**src/rtl/bus_map_pkg.sv**
```systemverilog
// Address map, region/state enums and small helpers shared by the memory bus arbiter.
package bus_map_pkg;

    localparam logic [63:0] ROM_BASE     = 64'h0000_0000_0000_0000;
    localparam logic [63:0] ROM_SIZE     = 64'h0000_0000_0000_1000;
    localparam logic [63:0] RAM_BASE     = 64'h0000_0000_0000_1000;
    localparam logic [63:0] RAM_SIZE     = 64'h0000_0000_0000_2000;
    localparam logic [63:0] UART_ADDR    = 64'h0000_0000_8000_0000;
    localparam logic [63:0] KEY_ADDR     = 64'h0000_0000_8000_0010;
    localparam logic [63:0] BUS_DEADBEEF = 64'hDEAD_BEEF_DEAD_BEEF;

    typedef enum logic [2:0] {
        REG_ROM,
        REG_RAM,
        REG_UART,
        REG_KEY,
        REG_NONE
    } region_t;

    typedef enum logic [1:0] {
        S_IDLE,
        S_ACCESS,
        S_RESP
    } arb_state_t;

    function automatic logic [63:0] zext32(input logic [31:0] w);
        return {32'd0, w};
    endfunction

endpackage

```
**src/rtl/mem_addr_decode.sv**
```systemverilog
// Combinational byte-address decode into a bus region plus ROM/RAM word indices.
module mem_addr_decode
    import bus_map_pkg::*;
#(
    parameter int ROM_AW = 10,
    parameter int RAM_AW = 11
) (
    input  logic [63:0]       addr_i,
    output region_t           region_o,
    output logic [ROM_AW-1:0] rom_idx_o,
    output logic [RAM_AW-1:0] ram_idx_o
);

    // Unsigned offset compares cover both bounds of each window at once.
    always_comb begin
        if ((addr_i - ROM_BASE) < ROM_SIZE) begin
            region_o = REG_ROM;
        end else if ((addr_i - RAM_BASE) < RAM_SIZE) begin
            region_o = REG_RAM;
        end else if (addr_i == UART_ADDR) begin
            region_o = REG_UART;
        end else if (addr_i == KEY_ADDR) begin
            region_o = REG_KEY;
        end else begin
            region_o = REG_NONE;
        end
    end

    assign rom_idx_o = ROM_AW'((addr_i[ROM_AW+1:0] - ROM_BASE[ROM_AW+1:0]) >> 2);
    assign ram_idx_o = RAM_AW'((addr_i[RAM_AW+1:0] - RAM_BASE[RAM_AW+1:0]) >> 2);

endmodule

```
**src/rtl/mem_bus_arbiter.sv**
```systemverilog
// Arbitrated, sequenced access engine sharing ROM/RAM/UART/KEY between fetch and load/store.
// Define MEM_ARB_STARVE_GUARD_EN to let a waiting fetch win after STARVE_LIMIT data grants.
module mem_bus_arbiter
    import bus_map_pkg::*;
#(
    parameter int ROM_WORDS    = 1024,
    parameter int RAM_WORDS    = 2048,
    parameter int STARVE_LIMIT = 4
) (
    input  logic                         clk,
    input  logic                         reset_n,
    input  logic                         if_req,
    input  logic [31:0]                  if_addr,
    output logic [31:0]                  if_rdata,
    output logic                         if_valid,
    input  logic                         d_req,
    input  logic                         d_we,
    input  logic [63:0]                  d_addr,
    input  logic [63:0]                  d_wdata,
    output logic [63:0]                  d_rdata,
    output logic                         d_valid,
    output logic [$clog2(ROM_WORDS)-1:0] rom_addr,
    input  logic [31:0]                  rom_rdata,
    output logic [$clog2(RAM_WORDS)-1:0] ram_addr,
    output logic                         ram_we,
    output logic [31:0]                  ram_wdata,
    input  logic [31:0]                  ram_rdata,
    output logic                         uart_wr,
    output logic [31:0]                  uart_wdata,
    input  logic [7:0]                   key_data
);

    localparam int ROM_AW = $clog2(ROM_WORDS);
    localparam int RAM_AW = $clog2(RAM_WORDS);

    arb_state_t        state_q;
    logic              gnt_data_q;
    logic              we_q;
    region_t           region_q;
    logic [7:0]        key_q;

    logic [31:0]       if_rdata_q;
    logic              if_valid_q;
    logic [63:0]       d_rdata_q;
    logic              d_valid_q;
    logic [ROM_AW-1:0] rom_addr_q;
    logic [RAM_AW-1:0] ram_addr_q;
    logic              ram_we_q;
    logic [31:0]       ram_wdata_q;
    logic              uart_wr_q;
    logic [31:0]       uart_wdata_q;

    logic              any_req;
    logic              gnt_data_d;
    logic [63:0]       sel_addr;
    region_t           sel_region;
    logic [ROM_AW-1:0] sel_rom_idx;
    logic [RAM_AW-1:0] sel_ram_idx;
    logic [63:0]       d_rdata_d;
    logic [31:0]       if_rdata_d;
    logic              unused_wdata_hi;

    assign unused_wdata_hi = ^d_wdata[63:32];
    assign any_req         = if_req | d_req;

`ifdef MEM_ARB_STARVE_GUARD_EN
    localparam int SCW = $clog2(STARVE_LIMIT + 1);

    logic [SCW-1:0] starve_q;
    logic [SCW-1:0] starve_d;
    logic           starved;

    assign starved    = (starve_q == SCW'(STARVE_LIMIT));
    assign gnt_data_d = d_req & ~(if_req & starved);

    always_comb begin
        starve_d = starve_q;
        if (state_q == S_IDLE) begin
            if (if_req && !gnt_data_d) begin
                starve_d = '0;
            end else if (gnt_data_d && if_req && !starved) begin
                starve_d = starve_q + SCW'(1);
            end
        end
    end

    always_ff @(posedge clk or negedge reset_n) begin
        if (!reset_n) begin
            starve_q <= '0;
        end else begin
            starve_q <= starve_d;
        end
    end
`else
    // Strict data priority; the limit stays in the parameter list so both builds share one interface.
    localparam int unused_starve_limit = STARVE_LIMIT;

    assign gnt_data_d = d_req;
`endif

    assign sel_addr = gnt_data_d ? d_addr : {32'd0, if_addr};

    mem_addr_decode #(
        .ROM_AW (ROM_AW),
        .RAM_AW (RAM_AW)
    ) u_decode (
        .addr_i    (sel_addr),
        .region_o  (sel_region),
        .rom_idx_o (sel_rom_idx),
        .ram_idx_o (sel_ram_idx)
    );

    // Writes, UART and unmapped accesses all answer with the DEADBEEF pattern.
    always_comb begin
        d_rdata_d  = BUS_DEADBEEF;
        if_rdata_d = BUS_DEADBEEF[31:0];
        if (!we_q) begin
            case (region_q)
                REG_ROM: begin
                    d_rdata_d  = zext32(rom_rdata);
                    if_rdata_d = rom_rdata;
                end
                REG_RAM: begin
                    d_rdata_d  = zext32(ram_rdata);
                    if_rdata_d = ram_rdata;
                end
                REG_KEY: d_rdata_d = {56'd0, key_q};
                default: ;
            endcase
        end
    end

    always_ff @(posedge clk or negedge reset_n) begin
        if (!reset_n) begin
            state_q      <= S_IDLE;
            gnt_data_q   <= 1'b0;
            we_q         <= 1'b0;
            region_q     <= REG_NONE;
            key_q        <= '0;
            if_rdata_q   <= '0;
            if_valid_q   <= 1'b0;
            d_rdata_q    <= '0;
            d_valid_q    <= 1'b0;
            rom_addr_q   <= '0;
            ram_addr_q   <= '0;
            ram_we_q     <= 1'b0;
            ram_wdata_q  <= '0;
            uart_wr_q    <= 1'b0;
            uart_wdata_q <= '0;
        end else begin
            if_valid_q <= 1'b0;
            d_valid_q  <= 1'b0;
            ram_we_q   <= 1'b0;
            uart_wr_q  <= 1'b0;
            case (state_q)
                S_IDLE: begin
                    if (any_req) begin
                        state_q    <= S_ACCESS;
                        gnt_data_q <= gnt_data_d;
                        we_q       <= gnt_data_d & d_we;
                        region_q   <= sel_region;
                        if (sel_region == REG_ROM) begin
                            rom_addr_q <= sel_rom_idx;
                        end
                        if (sel_region == REG_RAM) begin
                            ram_addr_q <= sel_ram_idx;
                        end
                        // Strobes set here are high for exactly the ACCESS cycle.
                        if (gnt_data_d && d_we && sel_region == REG_RAM) begin
                            ram_we_q    <= 1'b1;
                            ram_wdata_q <= d_wdata[31:0];
                        end
                        if (gnt_data_d && d_we && sel_region == REG_UART) begin
                            uart_wr_q    <= 1'b1;
                            uart_wdata_q <= {24'd0, d_wdata[7:0]};
                        end
                    end
                end
                S_ACCESS: begin
                    key_q   <= key_data;
                    state_q <= S_RESP;
                end
                S_RESP: begin
                    state_q <= S_IDLE;
                    if (gnt_data_q) begin
                        d_valid_q <= 1'b1;
                        d_rdata_q <= d_rdata_d;
                    end else begin
                        if_valid_q <= 1'b1;
                        if_rdata_q <= if_rdata_d;
                    end
                end
                default: state_q <= S_IDLE;
            endcase
        end
    end

    assign if_rdata   = if_rdata_q;
    assign if_valid   = if_valid_q;
    assign d_rdata    = d_rdata_q;
    assign d_valid    = d_valid_q;
    assign rom_addr   = rom_addr_q;
    assign ram_addr   = ram_addr_q;
    assign ram_we     = ram_we_q;
    assign ram_wdata  = ram_wdata_q;
    assign uart_wr    = uart_wr_q;
    assign uart_wdata = uart_wdata_q;

endmodule
```
**config.mk**
```make
export PLATFORM = sky130hd
export DESIGN_NAME = mem_bus_arbiter
export DESIGN_NICKNAME = d
export VERILOG_FILES = /design/src/rtl/bus_map_pkg.sv /design/src/rtl/mem_addr_decode.sv /design/src/rtl/mem_bus_arbiter.sv
export SDC_FILE = /design/constraint.sdc
export NUM_CORES = 1
export LEC_CHECK = 0
export CORE_ASPECT_RATIO = 0.6
export CORE_MARGIN = 5
export CORE_UTILIZATION = 40
export CTS_BUF_LIST = sky130_fd_sc_hd__clkbuf_8
export DETAILED_ROUTE_END_ITERATION = 10
export DONT_BUFFER_PORTS = 1
export PLACE_DENSITY_LB_ADDON = 0.3
export SLEW_MARGIN = 20
export SYNTH_ARGS = -nofsm -noshare
export SYNTH_HDL_FRONTEND = slang
export SYNTH_HIERARCHICAL = 1
export SYNTH_SLANG_ARGS = --single-unit
```
**constraint.sdc**
```tcl
create_clock -name clk -period 1.6 [get_ports clk]
set_input_delay 0.32 -clock clk [delete_from_list [all_inputs] [get_ports clk]]
set_output_delay 0.32 -clock clk [all_outputs]
set_load 0.02 [all_outputs]
```
==> summary.md <==
| Metric | Value |
|---|---|
| Top FF cell, synth | `dfrtp_1` |
| Max Clk Rate | `276.6 MHz` |
| Number of port buffers | `0` |
| Crit end category | `flip-flop` |
| Final Max Slew Viols | `0` |
| Core box area | `19770 um^2` |
| Final wirelength | `approximately 26000 um` |
| DRT Pass-1 Iters | `7` |
| First-pass GRT wire length | `37620 um` |
| Synth warnings | `6` |
| Routed vias | `around 6000` |
| Period utilization | `226.0%` |
| Post-DP Area | `8730 um^2` |
| Grt ovf | `0` |
| Antenna viol nets, final | `0` |
| I/O pins | `422` |
| Worst Hold Class | `input pin to asynchronous set/reset pin` |
| Synth cell types | `70` |
| Post-Synth XOR/XNOR Area | `less than 1%` |
| Leak pwr | `about 4.2 nW` |
| Clock Skew | `10.29 ps` |
| Cells after Synth | `approximately 710` |
| Clock Sinks | `145` |
| Worst Path Required | `1920 ps` |
| Synth-to-layout area growth | `24.72%` |
| Via density | `5.410` |
| Pre-CTS setup slack | `-2568 ps` |
| Die area | `22900 um^2` |
| Reg2Reg Depth | `5` |
| Failing checks | `negative hold slack, negative setup slack` |
| Fraction of layout cells with a size suffix above 1 | `between 30% and 40%` |
| Mux share of post-synthesis cell area | `20.00%` |
| End of the worst register-to-register path | `uart_wdata[4]$_DFFE_PN0P_` |
| Post-synth EDFFs | `0` |
| Largest family of logic cells by synthesized area | `multiplexers` |
| Worst Setup Start Kind | `input pin` |
| Vias in the first global route | `6225` |
| Height of the die | `~120 um` |
| Non-Filler Instances | `1102` |
| Worst-path clk slew | `80 ps` |
| RR Startpoint | `state_q[0]$_DFFE_PN0P_` |
| # setup viols final | `90` |
| Async SR Flop Fraction | `100.0%` |
| Largest fanout on the critical path | `67` |
| Start point of the critical path | `d_req` |
| Chip width | `192.1 um` |
| Top cells by count, synth | `dfrtp_1 (144), mux2_2 (112), buf_4 (75), nor2_1 (45), o22a_1 (41)` |
| Critical path class | `input pin to flip-flop` |
| Final hold vios | `145` |
| CTS Hold Buffers Added | `42` |
| #FFs+latches synth | `145` |
| Placer Congestion | `0.9778` |
| Worst vdd ir | `0.0006672 V` |
| Htree depth | `4` |
| Post-synth top area cell | `dfrtp_1` |
| Crit path DAT | `~4000 ps` |
| Final Cell Area | `9923 um^2` |
| Yosys top cell area share | `45.29%` |
| Placed cell count | `1018` |
| Register area share after synthesis | `a little under half` |
| DRC | `0` |
| Antenna violations before repair | `1` |
| Post-Synth Adder-Cell Area | `0.1573%` |
| Synth Area in Compound Gates | `9.687%` |
| Post-DP HPWL | `approximately 19000 um` |
| Outcome | `complete, but fails checks` |
| TritonCTS buffer count | `17` |
| Top cells by area, synth | `dfrtp_1 (45%), mux2_2 (16%), buf_4 (7.1%), o22a_1 (4.5%), mux2i_1 (4.2%)` |
| Largest net degree at the start of global routing | `146` |
| Num rows | `40` |
| GRT Util Overall | `21.42%` |
| RSZ-0062 raised after global routing | `yes` |
| Initial drt markers | `327` |
| Root Driver | `clkbuf_8` |
| FF-to-FF setup slack | `-160 ps` |
| Final Net Count | `1053` |
| Mapped Area | `7956 um^2` |
| Mean post-synth cell area | `11.17 um^2` |
| Power Density | `1024 nW/um^2` |
| Minimum hold slack | `-425.3 ps` |
| Top-count cell post-synth | `dfrtp_1` |
| Tmin final | `around 3600 ps` |
| Synth Area in Simple Gates | `14.18%` |
| Worst-Skew Late Latency | `about 440 ps` |
| CTS tree | `yes` |
| Final Power | `about 10 mW` |
| Routed length per instance | `23.47 um` |
| Maximum capacitance violations | `0` |
| Initial Utilization | `40.25%` |
| Clock Path Buffers | `2` |
| Final worst-path setup slack | `-2016 ps` |
-- registers in the layout (all words and copies together), names as in the netlist, 2 cells and up --
signal	flops
key_q	8
region_q	3
if_rdata	32
uart_wdata	8
ram_addr	11
rom_addr	10
ram_wdata	32
d_rdata	33
state_q	2
-- worst max-delay path by stage --
stage / end / cells after the start
6_report: uart_wdata[4]$_DFFE_PN0P_ / 15
5_1_grt: rom_addr[0]$_DFFE_PN0P_ / 13
4_1_cts: rom_addr[7]$_DFFE_PN0P_ / 12
3_5_place_dp: rom_addr[1]$_DFFE_PN0P_ / 14
3_3_place_gp: rom_addr[9]$_DFFE_PN0P_ / 12
2_1_floorplan: rom_addr[0]$_DFFE_PN0P_ / 15
-- per-layer routing --
metal / wire length, um / vias to the layer above / track usage, %
met5: 0 / - / 0
met4: 221 / 0 / 3.963
met3: 2802 / 19 / 9.051
met2: 12020 / 301 / 33.38
met1: 10820 / 2974 / 28.24
li1: - / 2668 / -
-- cells by family after synthesis --
group	count (synthesis)
AOI/OAI and AO/OA	102
xor gates and xnor gates	5
adders and majority gates	1
buffers and inverters	121
DFF	145
muxes	145
other	1
and+or+nand+nor	192
-- final cells by class --
class | count | area (um^2)
Antenna cell | 1 | 2.502
Clock buffer | 21 | 289.0
Clock inverter | 11 | 112.6
Fill cell | 1757 | 9846
Inverter | 11 | 51.30
Multi-Input combinational cell | 477 | 3976
Sequential cell | 145 | 3635
Tap cell | 273 | 341.6
Timing Repair Buffer | 163 | 1515
-- stage by stage --
step	utilization [%]	setup TNS [ps]
floorplan	-	-155390
global placement	44.16	-158220
detailed placement	44.16	-162890
CTS	49.51	-125090
global route	50.20	-130840
finish	50.20	-127950
-- layout by cell type (no fill, tap or decap), types with 5 or more instances in the layout --
cell type,Yosys,routed
mux2_2,112,85
conb_1,1,32
and2_1,32,32
mux2_4,0,27
nand4_1,7,7
nand2_1,32,31
or4_4,2,6
buf_4,75,108
a2bb2oi_1,7,7
mux2i_1,33,33
o22a_1,41,41
clkbuf_8,0,21
dlygate4sd3_1,0,42
inv_1,9,9
nor3_1,12,8
a21oi_1,9,9
nor2_1,45,43
or3_1,6,5
o21ai_0,17,17
dfrtp_1,144,142
nor4_1,10,7
buf_12,0,7
-- repair_timing --
action / CTS / global route
hold endpoints to repair: 194 / 145
pin swaps: 1 / 6
endpoints found under the setup margin: 108 / 92
setup buffers: 4 / 3
gates cloned: 2 / 2
gates resized for setup: 35 / 14
-- critical path: stages --
cell and delay, ps:
mux2_4 290, or4_4 560, nand4b_4 260, or3_4 430, o31ai_2 200, nand4_1 110, or4b_4 550, o21ai_1 190
buf_4 150, nor2_2 40, buf_4 120, buf_4 120, nand3_2 90, buf_12 140, mux2_2 340
-- report_power, final --
part           leakage (nW)  switching, mW  internal (mW)  total (mW)
Combinational          2.29           1.01           1.05        2.06
Clock                 0.208           1.44           1.54        2.98
Sequential             1.75          0.928           4.19        5.12
Note: power is estimated with default switching activity, not from simulation.
